File: src/rtl/fetch_stage_pkg.sv
// fetch_stage_pkg
//   Shared CPU constants for the P7 MIPS pipeline: reset PC, exception vector,
//   instruction-memory window and CP0 ExcCode values. CP0 and every pipeline
//   stage import this package, so they all use the same numbers.
//   Also defines the IF/ID payload struct and the fetch-address check.
package fetch_stage_pkg;

    localparam logic [31:0] RESET_PC = 32'h0000_3000;
    localparam logic [31:0] EXC_VEC  = 32'h0000_4180;
    localparam logic [31:0] IM_BASE  = 32'h0000_3000;
    localparam logic [31:0] IM_END   = 32'h0000_6FFC;

    // ExcCode values as written into CP0 Cause.ExcCode. Zero doubles as
    // "no exception" inside the pipeline, because interrupts are injected
    // by CP0 directly and never travel down the stage registers.
    localparam logic [4:0] EXC_NONE = 5'd0;
    localparam logic [4:0] EXC_INT  = 5'd0;
    localparam logic [4:0] EXC_ADEL = 5'd4;
    localparam logic [4:0] EXC_ADES = 5'd5;
    localparam logic [4:0] EXC_RI   = 5'd10;
    localparam logic [4:0] EXC_OV   = 5'd12;

    // Contents of the IF/ID pipeline register.
    typedef struct packed {
        logic [31:0] pc;
        logic [31:0] instr;
        logic [4:0]  exc;
        logic        bd;
        logic        valid;
    } if_id_t;

    // Fetch address error: misaligned, or outside the IM window.
    // Compares are unsigned.
    function automatic logic fetch_addr_bad(input logic [31:0] addr);
        return (addr[1:0] != 2'b00) || (addr < IM_BASE) || (addr > IM_END);
    endfunction

endpackage

File: src/rtl/fetch_stage_if_id_reg.sv
// fetch_stage_if_id_reg
//   IF/ID pipeline register with hold, bubble and load controls.
//   Ports:
//     clk       system clock, rising edge
//     rst_n     asynchronous active-low reset (clears everything)
//     i_hold    keep current contents (highest priority after reset)
//     i_bubble  load a bubble: pc <= i_pc, everything else cleared
//     i_pc, i_instr, i_exc, i_bd   payload for a normal load
//     o_pc, o_instr, o_exc, o_bd, o_valid   D-stage outputs
module fetch_stage_if_id_reg
    import fetch_stage_pkg::*;
(
    input  logic        clk,
    input  logic        rst_n,
    input  logic        i_hold,
    input  logic        i_bubble,
    input  logic [31:0] i_pc,
    input  logic [31:0] i_instr,
    input  logic [4:0]  i_exc,
    input  logic        i_bd,
    output logic [31:0] o_pc,
    output logic [31:0] o_instr,
    output logic [4:0]  o_exc,
    output logic        o_bd,
    output logic        o_valid
);

    if_id_t r_if_id;

    always_ff @(posedge clk or negedge rst_n) begin
        if (!rst_n) begin
            r_if_id <= '0;
        end else if (!i_hold) begin
            if (i_bubble) begin
                // Bubbles still carry a PC so EPC selection downstream never
                // sees an undefined value.
                r_if_id.pc    <= i_pc;
                r_if_id.instr <= 32'h0000_0000;
                r_if_id.exc   <= EXC_NONE;
                r_if_id.bd    <= 1'b0;
                r_if_id.valid <= 1'b0;
            end else begin
                r_if_id.pc    <= i_pc;
                r_if_id.instr <= i_instr;
                r_if_id.exc   <= i_exc;
                r_if_id.bd    <= i_bd;
                r_if_id.valid <= 1'b1;
            end
        end
    end

    assign o_pc    = r_if_id.pc;
    assign o_instr = r_if_id.instr;
    assign o_exc   = r_if_id.exc;
    assign o_bd    = r_if_id.bd;
    assign o_valid = r_if_id.valid;

endmodule

File: src/rtl/fetch_stage.sv
// fetch_stage
//   PC register plus IF/ID pipeline register of the P7 MIPS pipeline.
//   Ports:
//     clk       system clock, rising edge
//     reset     asynchronous active-low reset
//     npc       next PC from the NPC block
//     stall     hazard-unit stall of IF and ID
//     req       exception/interrupt taken this cycle (from CP0)
//     eret_d    ERET in D stage: squash the instruction behind it
//     branch_d  D instruction is a branch/jump; next fetch is a delay slot
//     instr_f   instruction read from IM at pc_f
//     pc_f      current fetch PC (to IM and NPC)
//     pc_d, instr_d, exc_d, bd_d, valid_d   D-stage outputs
//   Edge priority: req > stall > eret_d > normal fetch.
module fetch_stage
    import fetch_stage_pkg::*;
(
    input  logic        clk,
    input  logic        reset,
    input  logic [31:0] npc,
    input  logic        stall,
    input  logic        req,
    input  logic        eret_d,
    input  logic        branch_d,
    input  logic [31:0] instr_f,
    output logic [31:0] pc_f,
    output logic [31:0] pc_d,
    output logic [31:0] instr_d,
    output logic [4:0]  exc_d,
    output logic        bd_d,
    output logic        valid_d
);

    logic [31:0] r_pc_f;
    logic        w_adel;
    logic        w_hold;
    logic        w_bubble;
    logic [31:0] w_pc_load;
    logic [31:0] w_instr_load;
    logic [4:0]  w_exc_load;

    // The PC itself is never masked; a bad address still goes to IM and
    // only the IF/ID payload is suppressed.
    assign w_adel = fetch_addr_bad(r_pc_f);

    always_ff @(posedge clk or negedge reset) begin
        if (!reset) begin
            r_pc_f <= RESET_PC;
        end else if (req) begin
            r_pc_f <= EXC_VEC;
        end else if (!stall) begin
            // ERET and normal fetch both follow npc: NPC already supplies EPC.
            r_pc_f <= npc;
        end
    end

    assign pc_f = r_pc_f;

    // req overrides stall; both req and eret_d load a bubble, but an
    // exception bubble is tagged with the handler address.
    assign w_hold       = stall & ~req;
    assign w_bubble     = req | eret_d;
    assign w_pc_load    = req ? EXC_VEC : r_pc_f;
    assign w_instr_load = w_adel ? 32'h0000_0000 : instr_f;
    assign w_exc_load   = w_adel ? EXC_ADEL : EXC_NONE;

    fetch_stage_if_id_reg u_if_id_reg (
        .clk      (clk),
        .rst_n    (reset),
        .i_hold   (w_hold),
        .i_bubble (w_bubble),
        .i_pc     (w_pc_load),
        .i_instr  (w_instr_load),
        .i_exc    (w_exc_load),
        .i_bd     (branch_d),
        .o_pc     (pc_d),
        .o_instr  (instr_d),
        .o_exc    (exc_d),
        .o_bd     (bd_d),
        .o_valid  (valid_d)
    );

endmodule

File: config.mk
export PLATFORM = sky130hd
export DESIGN_NAME = fetch_stage
export DESIGN_NICKNAME = d
export VERILOG_FILES = /design/src/rtl/fetch_stage_pkg.sv /design/src/rtl/fetch_stage_if_id_reg.sv /design/src/rtl/fetch_stage.sv
export SDC_FILE = /design/constraint.sdc
export NUM_CORES = 1
export LEC_CHECK = 0
export CAP_MARGIN = 20
export CELL_PAD_IN_SITES_DETAIL_PLACEMENT = 0
export CELL_PAD_IN_SITES_GLOBAL_PLACEMENT = 2
export CORE_MARGIN = 4
export CORE_UTILIZATION = 26
export DETAILED_ROUTE_END_ITERATION = 10
export PLACE_DENSITY = 0.91
export SYNTH_ARGS = -nofsm -noshare
export SYNTH_HDL_FRONTEND = slang
export SYNTH_SLANG_ARGS = --single-unit
export TNS_END_PERCENT = 100
File: constraint.sdc
create_clock -name clk -period 1.85 [get_ports clk]
set_clock_uncertainty 0.1 [all_clocks]
set_input_delay 0.37 -clock clk [delete_from_list [all_inputs] [get_ports clk]]
set_output_delay 0.37 -clock clk [all_outputs]
set_load 0.01 [all_outputs]
# == After elaboration in Yosys (flattened, before gate mapping) ==
# Cells that the tools add are included.
# word_totals
regBits,103
in_bits,70
out_inout_bits,103
wordCells,21
# op_classes
magnitude_cmp,2
n_eq_ne,1
muxes,6
bitwise,3
n_reduce_logical,3
# ops
op,count
$mux W32,4
$mux W39,1
$gt A32 B15 Y1 const B,1
$lt A32 B14 Y1 const B,1
$mux W3,1
$logic_or A1 B1 Y1,2
$ne A2 B1 Y1 const B,1
$reduce_bool A2 Y1,1
$and A1 B1 Y1,1
$not A1 Y1,1
$or A1 B1 Y1,1

# == Depth between registers and ports, before layout ==
# Gate-level depths: netlist of the first run.
# logic_depth
word_depth,5
mapped_depth,6
depth_no_buf,4

# == Hierarchy ==
# Synthesis of the first run repeated with hierarchy kept, for this count alone.
# unflattened
cells_unflattened,426
area_unflattened_um2,5089.9
# by_module_without_submodules
mod,instances,cells_per_inst,area_each_um2,seq_area_each_um2
fetch_stage_if_id_reg,1,233,2971.6,1776.7
fetch_stage,1,193,2118.3,803.3

# == Worst setup path before layout of the first run ==
# Ideal clock, no wire load.
# synth_path
kind,reg2reg
from,"reg r_pc_f[18], in the netlist pc_f[18]"
to,"reg u_if_id_reg.r_if_id, in the netlist u_if_id_reg.o_instr[10]"
arrival_time_ns,1.515
t_required_ns,1.685
path_slack_ns,0.169
stages_incl_launch_ff,6
path_buffers,1
period_less_slack_ns,1.681
cell_sequence,dfrtp_1 -> nor4_2 -> nand2_1 -> nor4_4 -> buf_6 -> a22o_1
# synth_via
elab_chain_cells,5
word_cells_on_any_way,6
# synth_lines
element,line,rtl
from (decl),fetch_stage.sv:34,logic [31:0] r_pc_f;
from (signal assigned),fetch_stage.sv:53,r_pc_f <= npc;
$lt A32 B14 Y1,fetch_stage_pkg.sv:35,return (addr[1:0] != 2'b00) || (addr < IM_BASE) || (addr > IM_END);
$logic_or A1 B1 Y1,fetch_stage_pkg.sv:35,
$logic_or A1 B1 Y1 (*),fetch_stage_pkg.sv:35,
$mux W32 (*),fetch_stage.sv:64,assign w_instr_load = w_adel ? 32'h0000_0000 : instr_f;
$mux W39 (*),fetch_stage_if_id_reg.sv:34,if (i_bubble) begin
to (decl),fetch_stage_if_id_reg.sv:28,if_id_t r_if_id;
# Mark *: on every way between the ends. The rest lies on a longest branch, timed or not.
# A chain may end at the register's enable or synchronous reset.

# == Worst setup path after layout of the first run ==
# layout_path
from,"reg r_pc_f[27], in the netlist pc_f[27]"
to,"reg u_if_id_reg.r_if_id, in the netlist u_if_id_reg.o_instr[20]"
# The elaborated chain is that of the path after synthesis.

==> impl_metrics.yaml, run 1 <==
outcome:
  status: "finished clean"
clock_network:
  h-tree-depth: 3
  cts_buffer_depth: 2
  cts_tree: "yes"
  clkTransAtPathRegs_ps: 70
  clock-sinks: 99
  root_buffer: "clkbuf_16"
  insertion_delay_ps: 340
  cts_buffers: 9
worst_setup_path:
  r2r_setup_slack_ps: 40
  critPathArrivalTime_ps: 1990
  crit_path_max_fanout: 32
  r2r-start: "pc_f[27]"
  reg2reg_depth: 6
  regToRegEndpoint: "u_if_id_reg.o_instr[20]"
  endpoint_kind: "flop"
  critical_path_class: "reg -> reg"
  cp-start-kind: "flop"
  worstPathRequired_ps: 2030
synth:
  synthXorXnorAreaFrac_pct: 0
  synth_edf_count: 0
  synth-compound-area-share_pct: 9.209
  synthSimpleGateAreaFrac_pct: 9.494
  postSynthAreaPerCell_sq_um: 12.96
  yosysSeqAreaShare_pct: 62.72
  yosys-mux-area-fraction_pct: 14.68
  synth_top_cell_area_share_pct: 61.39
  ys_top_cells_by_count: "dfrtp_1 (97), mux2i_1 (58), nor2_1 (58)"
  synth-adder-area-share_pct: 0
  synthFlopType: "dfrtp_1"
  synth_area_sq_um: 3954
  yosys-top-cells-area: "dfrtp_1 (61%), mux2i_1 (15%), a22o_1 (7.3%)"
  syn_inst: 305
  synth_top_family_by_area: "multiplexers"
  synth_cell_type_count: 22
  synthArstFlopShare_pct: 100.0
  synth_most_common_cell: "dfrtp_1"
  synth-seq-cells: 99
  yosysWarnings: 0
  yosysTopAreaCell: "dfrtp_1"
placement:
  pre_cts_slack_ps: -190.5
  place_inst: 656
  hpwl_microns: 8022
  place_congestion: 0.7381
  numPortBuffers: 168
global_route:
  grt.total_usage_pct: 13.02
  grt_pass1_wl_microns: 18130
  grt_max_degree: 49
  antenna_found_initial: 0
  overflow: 0
  grt_pass1_vias: 3356
detailed_routing:
  firstDrtPassIters: 4
  viasPerCell: 4.507
  vias: 3047
  drt_iter0_drc: 110
  drc_errors: 0
  wl_per_cell_microns: 16.29
  drtAntennaViolNets: 0
  routed_wl_microns: 11010
power_and_ir_drop:
  p_leak_nw: 3.018
  p_sw_w: 0.001134
  cellPowerDensity_nw_per_um2: 763.5
  p_comb_share_pct: 13.8
  total_power_w: 0.004812
  p_int_w: 0.003678
  swShare_pct: 23.57
  p_seq_share_pct: 47.6
  peakVddDrop_mv: 0.3857
  clkPwrFrac_pct: 38.6
final_layout:
  instances_no_fill: 676
  drive_above_1_share_pct: 11.18
  area_delta_synth_final_pct: 59.40
  final_net_count: 557
  diodes: 0
die:
  initial_core_util_pct: 26.90
  row_count: 44
  core_area_sq_um: 14700
  die_height_microns: 131.3
  die_x_microns: 131.3
  die-area_sq_um: 17240
  io_pins: 173
sta:
  finalHoldViolCount: 0
  fin_crit_ps: 1814
  tns_ps: 0
  setup_viol: 0
  setup_ws_ps: 35.51
  slew_viol_final: 0
  fmax_mhz: 551.1
  fin_crit_sh_pct: 98.08
  rsz0062_at_grt: "yes"
job:
  cap_violations: 0
hold_path:
  worstHoldPathCells: 3
  whs_endpoint: "u_if_id_reg.o_valid"
  hold_class: "in -> reg"
  worstHoldStart: "req"
==> power by group through the flow <==
| stage | logic, W | clock network, W | registers [W] |
|---|---|---|---|
| 2_1_floorplan | 0.000209 | 0 | 0.00236 |
| 3_3_place_gp | 0.000665 | 0 | 0.00233 |
| 3_5_place_dp | 0.000674 | 0 | 0.00233 |
| 4_1_cts | 0.000679 | 0.00193 | 0.00229 |
| 5_1_grt | 0.000724 | 0.00203 | 0.00230 |
| 6_report | 0.000663 | 0.00186 | 0.00229 |
==> final cells by class <==
| cell class | instances | area [sq um] |
|---|---|---|
| tap | 184 | 230.2 |
| fill | 1365 | 8397 |
| multi-input combinational | 183 | 1350 |
| clock buffer | 14 | 284.0 |
| sequential | 99 | 2482 |
| clock inverter | 2 | 17.52 |
| timing repair buffer | 194 | 1938 |
==> registers in the layout (all words and copies together), names as in the netlist <==
register	cells
u_if_id_reg.o_exc	1
pc_f	32
u_if_id_reg.o_pc	32
u_if_id_reg.o_valid	1
u_if_id_reg.o_instr	32
u_if_id_reg.o_bd	1
==> through the flow <==
step / cell area, sq um / hold WS (ps) / util [%]
2_1_floorplan: 3965 / -25.59 / -
3_3_place_gp: 5947 / 174.1 / 40.46
3_5_place_dp: 5947 / 181.5 / 40.46
4_1_cts: 6271 / 230.6 / 42.66
5_1_grt: 6302 / 233.2 / 42.88
6_report: 6302 / 245.5 / 42.88
==> routing by layer <==
| layer | up-vias | wire (microns) | GRT usage (%) |
|---|---|---|---|
| li1 | 1424 | - | - |
| met1 | 1483 | 4928 | 16.42 |
| met2 | 132 | 4891 | 19.93 |
| met3 | 8 | 1097 | 6.651 |
| met4 | 0 | 92 | 3.326 |
| met5 | - | 0 | 0 |
==> logic make-up (layout without fill, tap and decap cells) <==
family / after synthesis / in the layout
AOI/OAI and AO/OA: 42 / 42
DFF: 99 / 99
muxes: 58 / 58
and+or+nand+nor: 79 / 79
other: 1 / 4
buffers and inverters: 26 / 210
==> layout by cell type (no fill, tap or decap) <==
master	netlist	layout
a211o_1	6	6
a21boi_0	1	1
a22o_1	33	33
and3b_1	1	1
buf_12	0	5
buf_2	6	1
buf_4	4	22
clkbuf_1	12	1
clkbuf_16	0	9
clkbuf_8	0	4
clkdlybuf4s50_1	0	149
clkinv_4	0	2
conb_1	1	4
dfrtp_1	97	95
dfrtp_2	0	2
dfstp_2	2	2
dlygate4sd2_1	0	9
dlygate4sd3_1	0	1
dlymetal6s2s_1	0	7
mux2i_1	58	58
nand2_1	5	5
nor2_1	58	58
nor2b_1	7	6
nor2b_2	0	1
nor3_1	1	1
nor4_2	2	4
nor4_4	1	1
o211ai_1	1	1
o31ai_1	1	1
or3_4	2	2
==> critical path, stage by stage (launching register included) <==
cell and delay [ps]:
dfrtp_1 370, buf_4 140, nor4_2 240, nand2_1 160, nor4_4 350, buf_12 220, a22o_1 160
==> repair_timing <==
item,4_1_cts,5_1_grt
hold endpoints to repair,18,0
resized for setup,10,10
cloned,0,0
hold buffers,1,0
endpoints found under the setup margin,14,37
buffers inserted,3,0
pin swaps,0,1
==> how the worst max path moves through the flow <==
stage               slack [ps]      from                 endpoint  depth (start not counted)
floorplan                  170  pc_f[18]  u_if_id_reg.o_instr[10]                          5
global placement          -150    eret_d  u_if_id_reg.o_instr[23]                          5
detailed placement        -190    eret_d  u_if_id_reg.o_instr[20]                          5
CTS                       -0.3  pc_f[18]  u_if_id_reg.o_instr[20]                          5
global route               -60  pc_f[27]  u_if_id_reg.o_instr[30]                          6
finish                      40  pc_f[27]  u_if_id_reg.o_instr[20]                          6
(Power assumes the default switching activity.)
==> run 2, diff against run 1 <==
--- a/config.mk
+++ b/config.mk
@@ -9,10 +9,11 @@
 export CELL_PAD_IN_SITES_DETAIL_PLACEMENT = 0
 export CELL_PAD_IN_SITES_GLOBAL_PLACEMENT = 2
 export CORE_MARGIN = 4
-export CORE_UTILIZATION = 26
+export CORE_UTILIZATION = 29
 export DETAILED_ROUTE_END_ITERATION = 10
-export PLACE_DENSITY = 0.91
+export PLACE_DENSITY = 0.92
 export SYNTH_ARGS = -nofsm -noshare
 export SYNTH_HDL_FRONTEND = slang
+export SYNTH_HIERARCHICAL = 1
 export SYNTH_SLANG_ARGS = --single-unit
 export TNS_END_PERCENT = 100
==> run 2 against run 1 <==
Synthesized cell count increased by 40%. Sequential power increased by 5%. Die area increased by 14%. Critical endpoint is now pc_f[17]. Clock power increased by 4%. Largest power group unchanged. Cell area increased by 22%. Highest routed layer unchanged. Maximum frequency increased by 0.15%. Sequential share of layout area decreased by 5.8 points.
==> impl_metrics.yaml, run 2 <==
worst_setup_path:
  max_stage_delay_ps: 560
  critical_path_class: "reg -> out"
  cp-start-kind: "flop"
  cp_cell_sequence: "clkdlybuf4s50_1"
  endpoint_kind: "output pin"
  worstPathRequired_ps: 1380
  critPathArrivalTime_ps: 1340
  crit_path_max_fanout: 4
  crit_path_top_delay_cell: "clkdlybuf4s50_1"
  critPathTopFamily: "buffers and inverters"
  worst-path-buf-inv: 1
clock_network:
  insertion_delay_ps: 350
  cts_tree: "yes"
  h-tree-depth: 3
  cts_buffer_depth: 2
  root_buffer: "clkbuf_16"
  clkTransAtPathRegs_ps: 80
  cts_buffers: 9
  clock-sinks: 103
sta:
  max-slew-margin-rel_pct: 61.90
  setup_viol: 0
  slew_viol_final: 0
  finalHoldViolCount: 0
  worst_slew_pin_slew_ps: 571.5
  rsz0062_at_grt: "yes"
  holdWs_ps: 365.7
  fin_crit_sh_pct: 97.93
  fmax_mhz: 551.9
  fin_crit_ps: 1812
placement:
  place_congestion: 0.7503
  hpwl_microns: 9851
  numPortBuffers: 172
final_layout:
  diodes: 0
  drive_above_1_share_pct: 23.52
  area_delta_synth_final_pct: 51.23
  final_net_count: 690
  final_core_util_pct: 44.66
  layout_common_cells: "clkdlybuf4s50_1 (148), dfrtp_1 (98), nand2b_1 (37), nand2_1 (37), buf_4 (33)"
  layout_commonest_cell: "clkdlybuf4s50_1"
  fill_cells: 1585
synth:
  yosysTopAreaCell: "dfrtp_1"
  synth_edf_count: 0
  yosysWarnings: 6
  synth_cell_type_count: 29
  synth_top_cell_area_share_pct: 49.66
  synth_most_common_cell: "dfrtp_1"
  synth_area_sq_um: 5090
  yosys-top-cells-area: "dfrtp_1 (50%), mux2_4 (9.4%), nor4b_2 (8.8%)"
  ys_top_cells_by_count: "dfrtp_1 (101), nand2_1 (39), nand2b_1 (37)"
  yosysSeqAreaShare_pct: 50.69
  syn_inst: 426
  synthFlopType: "dfrtp_1"
  synth-seq-cells: 103
  postSynthAreaPerCell_sq_um: 11.95
  synthArstFlopShare_pct: 100.0
power_and_ir_drop:
  p_int_w: 0.003953
  p_sw_w: 0.001402
  clkPwrFrac_pct: 36.0
  cellPowerDensity_nw_per_um2: 695.7
  p_leak_nw: 3.350
  p_comb_share_pct: 19.1
  swShare_pct: 26.17
  p_seq_share_pct: 44.9
  peakVddDrop_mv: 0.4888
detailed_routing:
  viasPerCell: 4.444
  drc_errors: 0
  wl_per_cell_microns: 16.40
  routed_wl_microns: 13940
  drtAntennaViolNets: 0
  firstDrtPassIters: 4
  vias: 3777
  drt_iter0_drc: 84
global_route:
  grt.total_usage_pct: 14.20
  antenna_found_initial: 0
  grt_max_degree: 66
  grt_pass1_wl_microns: 22400
  grt_use_met3_pct: 5.702
  busiest_layer: "met2"
  met1_usage_pct: 18.77
  grt_pass1_vias: 4082
  grtUsageMet2_pct: 22.18
  overflow: 0
die:
  io_pins: 173
  die_x_microns: 140.5
  core_area_sq_um: 17240
  die_height_microns: 140.5
  initial_core_util_pct: 29.53
  row_count: 48
  die-area_sq_um: 19730
hold_path:
  hold_class: "in -> async"
outcome:
  status: "finished clean"
job:
  cap_violations: 0
-- run 2: through the flow --
step                      cells  TNS [ps]  power [W]  worst slack [ps]  area, sq um
after floorplan             429         0   0.002894             18.16         5104
after global placement      830    -51.79   0.003440            -27.12         7273
after detailed placement    830    -608.6   0.003456            -67.91         7273
after CTS                   849         0   0.005413             4.093         7596
after global routing        850     -1200   0.005607            -84.94         7697
final                       850         0   0.005355             38.24         7697
-- run 2: kinds of logic after synthesis --
family	synth area share, %
muxes	15.14
DFF	50.69
buffers and inverters	4.867
and+or+nand+nor	24.58
xor gates and xnor gates	0.1721
AOI/OAI and AO/OA	4.474
other	0.07368
-- run 2: repair_timing --
| item | in CTS | in global routing |
|---|---|---|
| resized for setup | 22 | 24 |
| hold buffers | 1 | 0 |
| hold endpoints to repair | 17 | 0 |
| pin swaps | 2 | 3 |
| endpoints found under the setup margin | 39 | 35 |
| buffers inserted | 2 | 1 |
-- run 2: power groups by stage --
stage	Combinational, W	Sequential [W]	Clock (W)
3_5_place_dp	0.00101	0.00244	0
4_1_cts	0.00101	0.00240	0.00200
2_1_floorplan	0.000414	0.00248	0
3_3_place_gp	0.000999	0.00244	0
5_1_grt	0.00111	0.00242	0.00208
6_report	0.00102	0.00241	0.00193
-- run 2: worst paths after layout --
path | startpoint | end | slack [ps] | cells past startpoint
min | reset | u_if_id_reg/o_instr[26] | 370 | 2
min in group clk | u_if_id_reg/o_instr[20] | u_if_id_reg/o_instr[20] | 390 | 2
max in group asynchronous | reset | pc_f[13] | 670 | 3
max | pc_f[17] | pc_f[17] | 40 | 1
max reg2reg | pc_f[18] | u_if_id_reg/o_instr[0] | 50 | 6
min reg2reg | u_if_id_reg/o_instr[20] | u_if_id_reg/o_instr[20] | 390 | 2
-- run 2: area by class of cell --
type | instances | area (sq um) | area share, %
Clock buffer | 9 | 225.2 | 2.926
Clock inverter | 7 | 72.57 | 0.9428
Multi-Input combinational cell | 290 | 2380 | 30.92
Sequential cell | 103 | 2584 | 33.57
Tap cell | 225 | 281.5 | 3.657
Timing Repair Buffer | 216 | 2155 | 27.99
-- run 2: per-layer routing --
layer,vias up,wire length [microns]
met5,-,0
met4,0,81
met3,5,1181
met2,120,6425
met1,1822,6249
li1,1830,-
==> run 3, diff against run 2 <==
--- a/config.mk
+++ b/config.mk
@@ -8,6 +8,7 @@
 export CAP_MARGIN = 20
 export CELL_PAD_IN_SITES_DETAIL_PLACEMENT = 0
 export CELL_PAD_IN_SITES_GLOBAL_PLACEMENT = 2
+export CORE_ASPECT_RATIO = 1.25
 export CORE_MARGIN = 4
 export CORE_UTILIZATION = 29
 export DETAILED_ROUTE_END_ITERATION = 10
==> run 3 against run 2 <==
The run now ends with setup timing left. Sequential power about the same. Global-route usage fell by 0.11 points. Utilization rose by 1.1 points. Combinational power increased by 4%. Hold slack better by 18 ps. Via count increased by 0.34%. Critical path depth is 6 higher. Die area is essentially flat. Clock power about the same. Critical path type is now reg -> reg.
==> impl_metrics.yaml, run 3 (synthesized netlist as in run 2, its figures left out) <==
placement:
  place_inst: 816
  hpwl_microns: 9807
  place_congestion: 0.7376
  numPortBuffers: 172
  dpl_cell_area_sq_um: 7212
sta:
  tns_ps: -158.4
  setup_viol: 9
  slew_viol_final: 0
  finalHoldViolCount: 0
  max-slew-margin-rel_pct: 58.78
  fin_crit_sh_pct: 103.4
  setup_ws_ps: -63.09
  fin_crit_ps: 1913
  worst_slew_pin_slew_ps: 618.3
  rsz0062_at_grt: "yes"
  fmax_mhz: 522.7
clock_network:
  clkTransAtPathRegs_ps: 70
  h-tree-depth: 3
  clock-sinks: 103
  cts_buffer_depth: 2
  root_buffer: "clkbuf_16"
  cts_buffers: 9
  insertion_delay_ps: 350
  cts_tree: "yes"
die:
  initial_core_util_pct: 29.87
  die_height_microns: 156.1
  row_count: 53
  io_pins: 173
  die_x_microns: 126.5
  die-area_sq_um: 19750
  core_area_sq_um: 17040
global_route:
  antenna_found_initial: 0
  grt.total_usage_pct: 14.09
  grt_max_degree: 47
  grt_pass1_vias: 4081
  grt_pass1_wl_microns: 22280
  overflow: 0
worst_setup_path:
  endpoint_kind: "flop"
  worstPathRequired_ps: 2030
  critPathArrivalTime_ps: 2090
  crit_path_max_fanout: 8
  critical_path_class: "reg -> reg"
  cp-start-kind: "flop"
power_and_ir_drop:
  peakVddDrop_mv: 0.3874
  cellPowerDensity_nw_per_um2: 695.5
  p_leak_nw: 3.435
detailed_routing:
  drtAntennaViolNets: 0
  vias: 3790
  drc_errors: 0
  viasPerCell: 4.501
  wl_per_cell_microns: 16.98
  drt_iter0_drc: 209
  routed_wl_microns: 14300
  firstDrtPassIters: 5
final_layout:
  diodes: 0
  instances_no_fill: 842
  area_delta_synth_final_pct: 53.32
  layout_commonest_cell: "clkdlybuf4s50_1"
  layout_common_cells: "clkdlybuf4s50_1 (149), dfrtp_1 (97), nand2b_1 (37), nand2_1 (37), mux2_4 (32)"
  final_net_count: 687
  drive_above_1_share_pct: 23.31
  final_area_sq_um: 7804
job:
  cap_violations: 0
outcome:
  violations: "setup timing"
  status: "finished with violations"
hold_path:
  hold_class: "reg -> reg"
==> run 3: cell types whose count changed in the layout (fill, tap and decap cells not counted), sizes merged <==
cell           delta
buf               -6
clkbuf            +3
clkdlybuf4s50     +1
clkinv            -3
clkinvlp          +2
dlygate4sd2       -4
dlymetal6s2s      +3
inv               +1
==> run 3: worst paths after layout <==
path / cells after the start / endpoint / from / slack [ps]
setup / recovery: 7 / u_if_id_reg/o_instr[14] / pc_f[19] / -60
hold reg to reg: 2 / u_if_id_reg/o_instr[22] / u_if_id_reg/o_instr[22] / 380
min in group asynchronous: 2 / u_if_id_reg/o_instr[30] / reset / 410
max in group asynchronous: 3 / u_if_id_reg/o_pc[23] / reset / 670
hold / removal: 2 / u_if_id_reg/o_instr[22] / u_if_id_reg/o_instr[22] / 380
setup reg to reg: 7 / u_if_id_reg/o_instr[14] / pc_f[19] / -60
==> run 3: repair_timing <==
action,4_1_cts,5_1_grt
gates resized for setup,16,37
setup buffers,3,2
cloned,0,4
hold buffers,1,0
pin swaps,2,15
endpoints found under the setup margin,38,37
endpoints found under the hold margin,29,0
==> run 3: through the flow <==
| step | setup WS (ps) | hold slack [ps] | power (W) | utilization [%] |
|---|---|---|---|---|
| 2_1_floorplan | 18.16 | -25.59 | 0.002894 | - |
| 3_3_place_gp | -78.78 | 253.7 | 0.003412 | 42.32 |
| 3_5_place_dp | -71.83 | 264.0 | 0.003424 | 42.32 |
| 4_1_cts | 2.360 | 391.0 | 0.005422 | 44.36 |
| 5_1_grt | -166.7 | 416.8 | 0.005692 | 45.79 |
| 6_report | -63.09 | 384.0 | 0.005428 | 45.79 |
==> run 3: final cells by class <==
cell class,instances,area (sq um)
clock inverter,7,80.08
sequential,103,2585
tap,220,275.3
clock buffer,9,225.2
multi-input combinational,290,2441
fill,1597,9239
timing repair buffer,213,2197
==> run 3: power breakdown <==
part	internal, W	switching [W]	total, W
sequential	0.00234	0.0000682	0.00241
clock	0.00106	0.000897	0.00196
combinational	0.000574	0.000486	0.00106
==> run 3: layer usage <==
layer,GRT usage (%),wire [microns],vias to the layer above
li1,-,-,1818
met1,17.79,5990,1826
met2,22.50,7003,131
met3,5.000,1052,15
met4,4.752,250,0
met5,0,0,-
==> run 3: worst max-delay path, stage by stage (launching register included) <==
cell and delay (ps):
dfrtp_1 410, nor4_2 320, nand3_2 120, buf_6 170
clkbuf_16 180, nor4b_2 320, nand2b_1 100, o21ai_1 120
==> RTL edit (settings of run 1) <==
Make the reset (`reset` and `rst_n`) synchronous in 2 clocked blocks. Comments in the files are not updated.
--- a/src/rtl/fetch_stage_if_id_reg.sv
+++ b/src/rtl/fetch_stage_if_id_reg.sv
@@ -28,5 +28,5 @@
     if_id_t r_if_id;
 
-    always_ff @(posedge clk or negedge rst_n) begin
+    always_ff @(posedge clk) begin
         if (!rst_n) begin
             r_if_id <= '0;
--- a/src/rtl/fetch_stage.sv
+++ b/src/rtl/fetch_stage.sv
@@ -44,5 +44,5 @@
     assign w_adel = fetch_addr_bad(r_pc_f);
 
-    always_ff @(posedge clk or negedge reset) begin
+    always_ff @(posedge clk) begin
         if (!reset) begin
             r_pc_f <= RESET_PC;
Check against the original RTL: differs if reset is asserted again (counterexample within 4 cycles, from zero or initial values and one cycle with reset low); with reset held inactive, the same outputs for 10 cycles.
==> RTL edit against run 1 <==
Routed wire length decreased by 9.0%; area after synthesis decreased by 12%; largest power group unchanged; worst setup slack got worse by 21 ps; power decreased by 3.6%; sequential cell count unchanged; final area decreased by 7.8%.
==> RTL edit: results (changes against run 1) <==
* Post-synthesis mux area share at 0.185 (+0.0386)
* Final GP Congestion at 0.719 (-2.6%)
* Post-synthesis cell count at 309 (+1.3%)
* Met2 WL at 4.82 mm (-1.5%)
* R2R cell count at 7 (+1)
* DR iter-0 viols at 64 (-42%)
* Resized cells post-CTS at 1 (-9)
* Layout cells sized above 1 at 0.109 (-0.00318)
* Global-route wire length before repair at 14.6 mm (-19%)
* Sequential cell area share at 0.342 (-0.0516)
* Avg Synthesized Cell Area at 11.3 µm² (-13%)
* Postcts setup bufs at 0 (-3)
* Fill count at 1251 (-8.4%)
* Status: complete, no violations
* Hold path cells at 4 (+1)
* Routed wire length per instance at 15.1 µm (-7.4%)
* Fin cells at 664 (-1.8%)
* Worst Path Max Fanout at 8 (-75%)
* Post-synth cell types at 24 (+9.1%)
* Clock buf/inv share at 0.0528 (+0.00492)
* Clock buffer count in the final layout at 9 (-5)
* Compound-Gate Fraction of Synth Area at 0.105 (+0.0131)
* Tot GR Track Use at 0.124 (-0.00663)
* Met2 usage at 0.206 (+0.00718)
* Layout buffering overhead excluding clock cells at 0.330 (+0.0226)
* Fraction of area in multi-input gates at 0.236 (+0.0221)
* #MultiIn Comb at 185 (+1.1%)
* Top FF cell, synth: dfxtp_1
* Crit-path max cell delay at 340 ps (-30 ps)
* Dpl hpwl at 7.25 mm (-9.6%)
[RTL edit: power breakdown]
part	leakage (nW)	internal, mW	switching [mW]
clock network	0.153	1.07	0.855
registers	0.804	2.18	0.0364
logic	1.47	0.308	0.190
total	2.43	3.56	1.08
[RTL edit: path summary, 6_finish.rpt]
check / startpoint / to / slack (ps)
max: pc_f[17]$_SDFFE_PP0N_ / u_if_id_reg.o_instr[6]$_SDFFE_PN0N_ / 10
min reg2reg: u_if_id_reg.o_exc[2]$_SDFFE_PN0N_ / u_if_id_reg.o_exc[2]$_SDFFE_PN0N_ / 370
min: stall / u_if_id_reg.o_exc[2]$_SDFFE_PN0N_ / 320
max reg2reg: pc_f[17]$_SDFFE_PP0N_ / u_if_id_reg.o_instr[6]$_SDFFE_PN0N_ / 10
[RTL edit: worst min-delay path, stage by stage]
cell      delay (ps)
buf_4            100
nor2_1            80
nand2b_4          90
o21ai_0           70
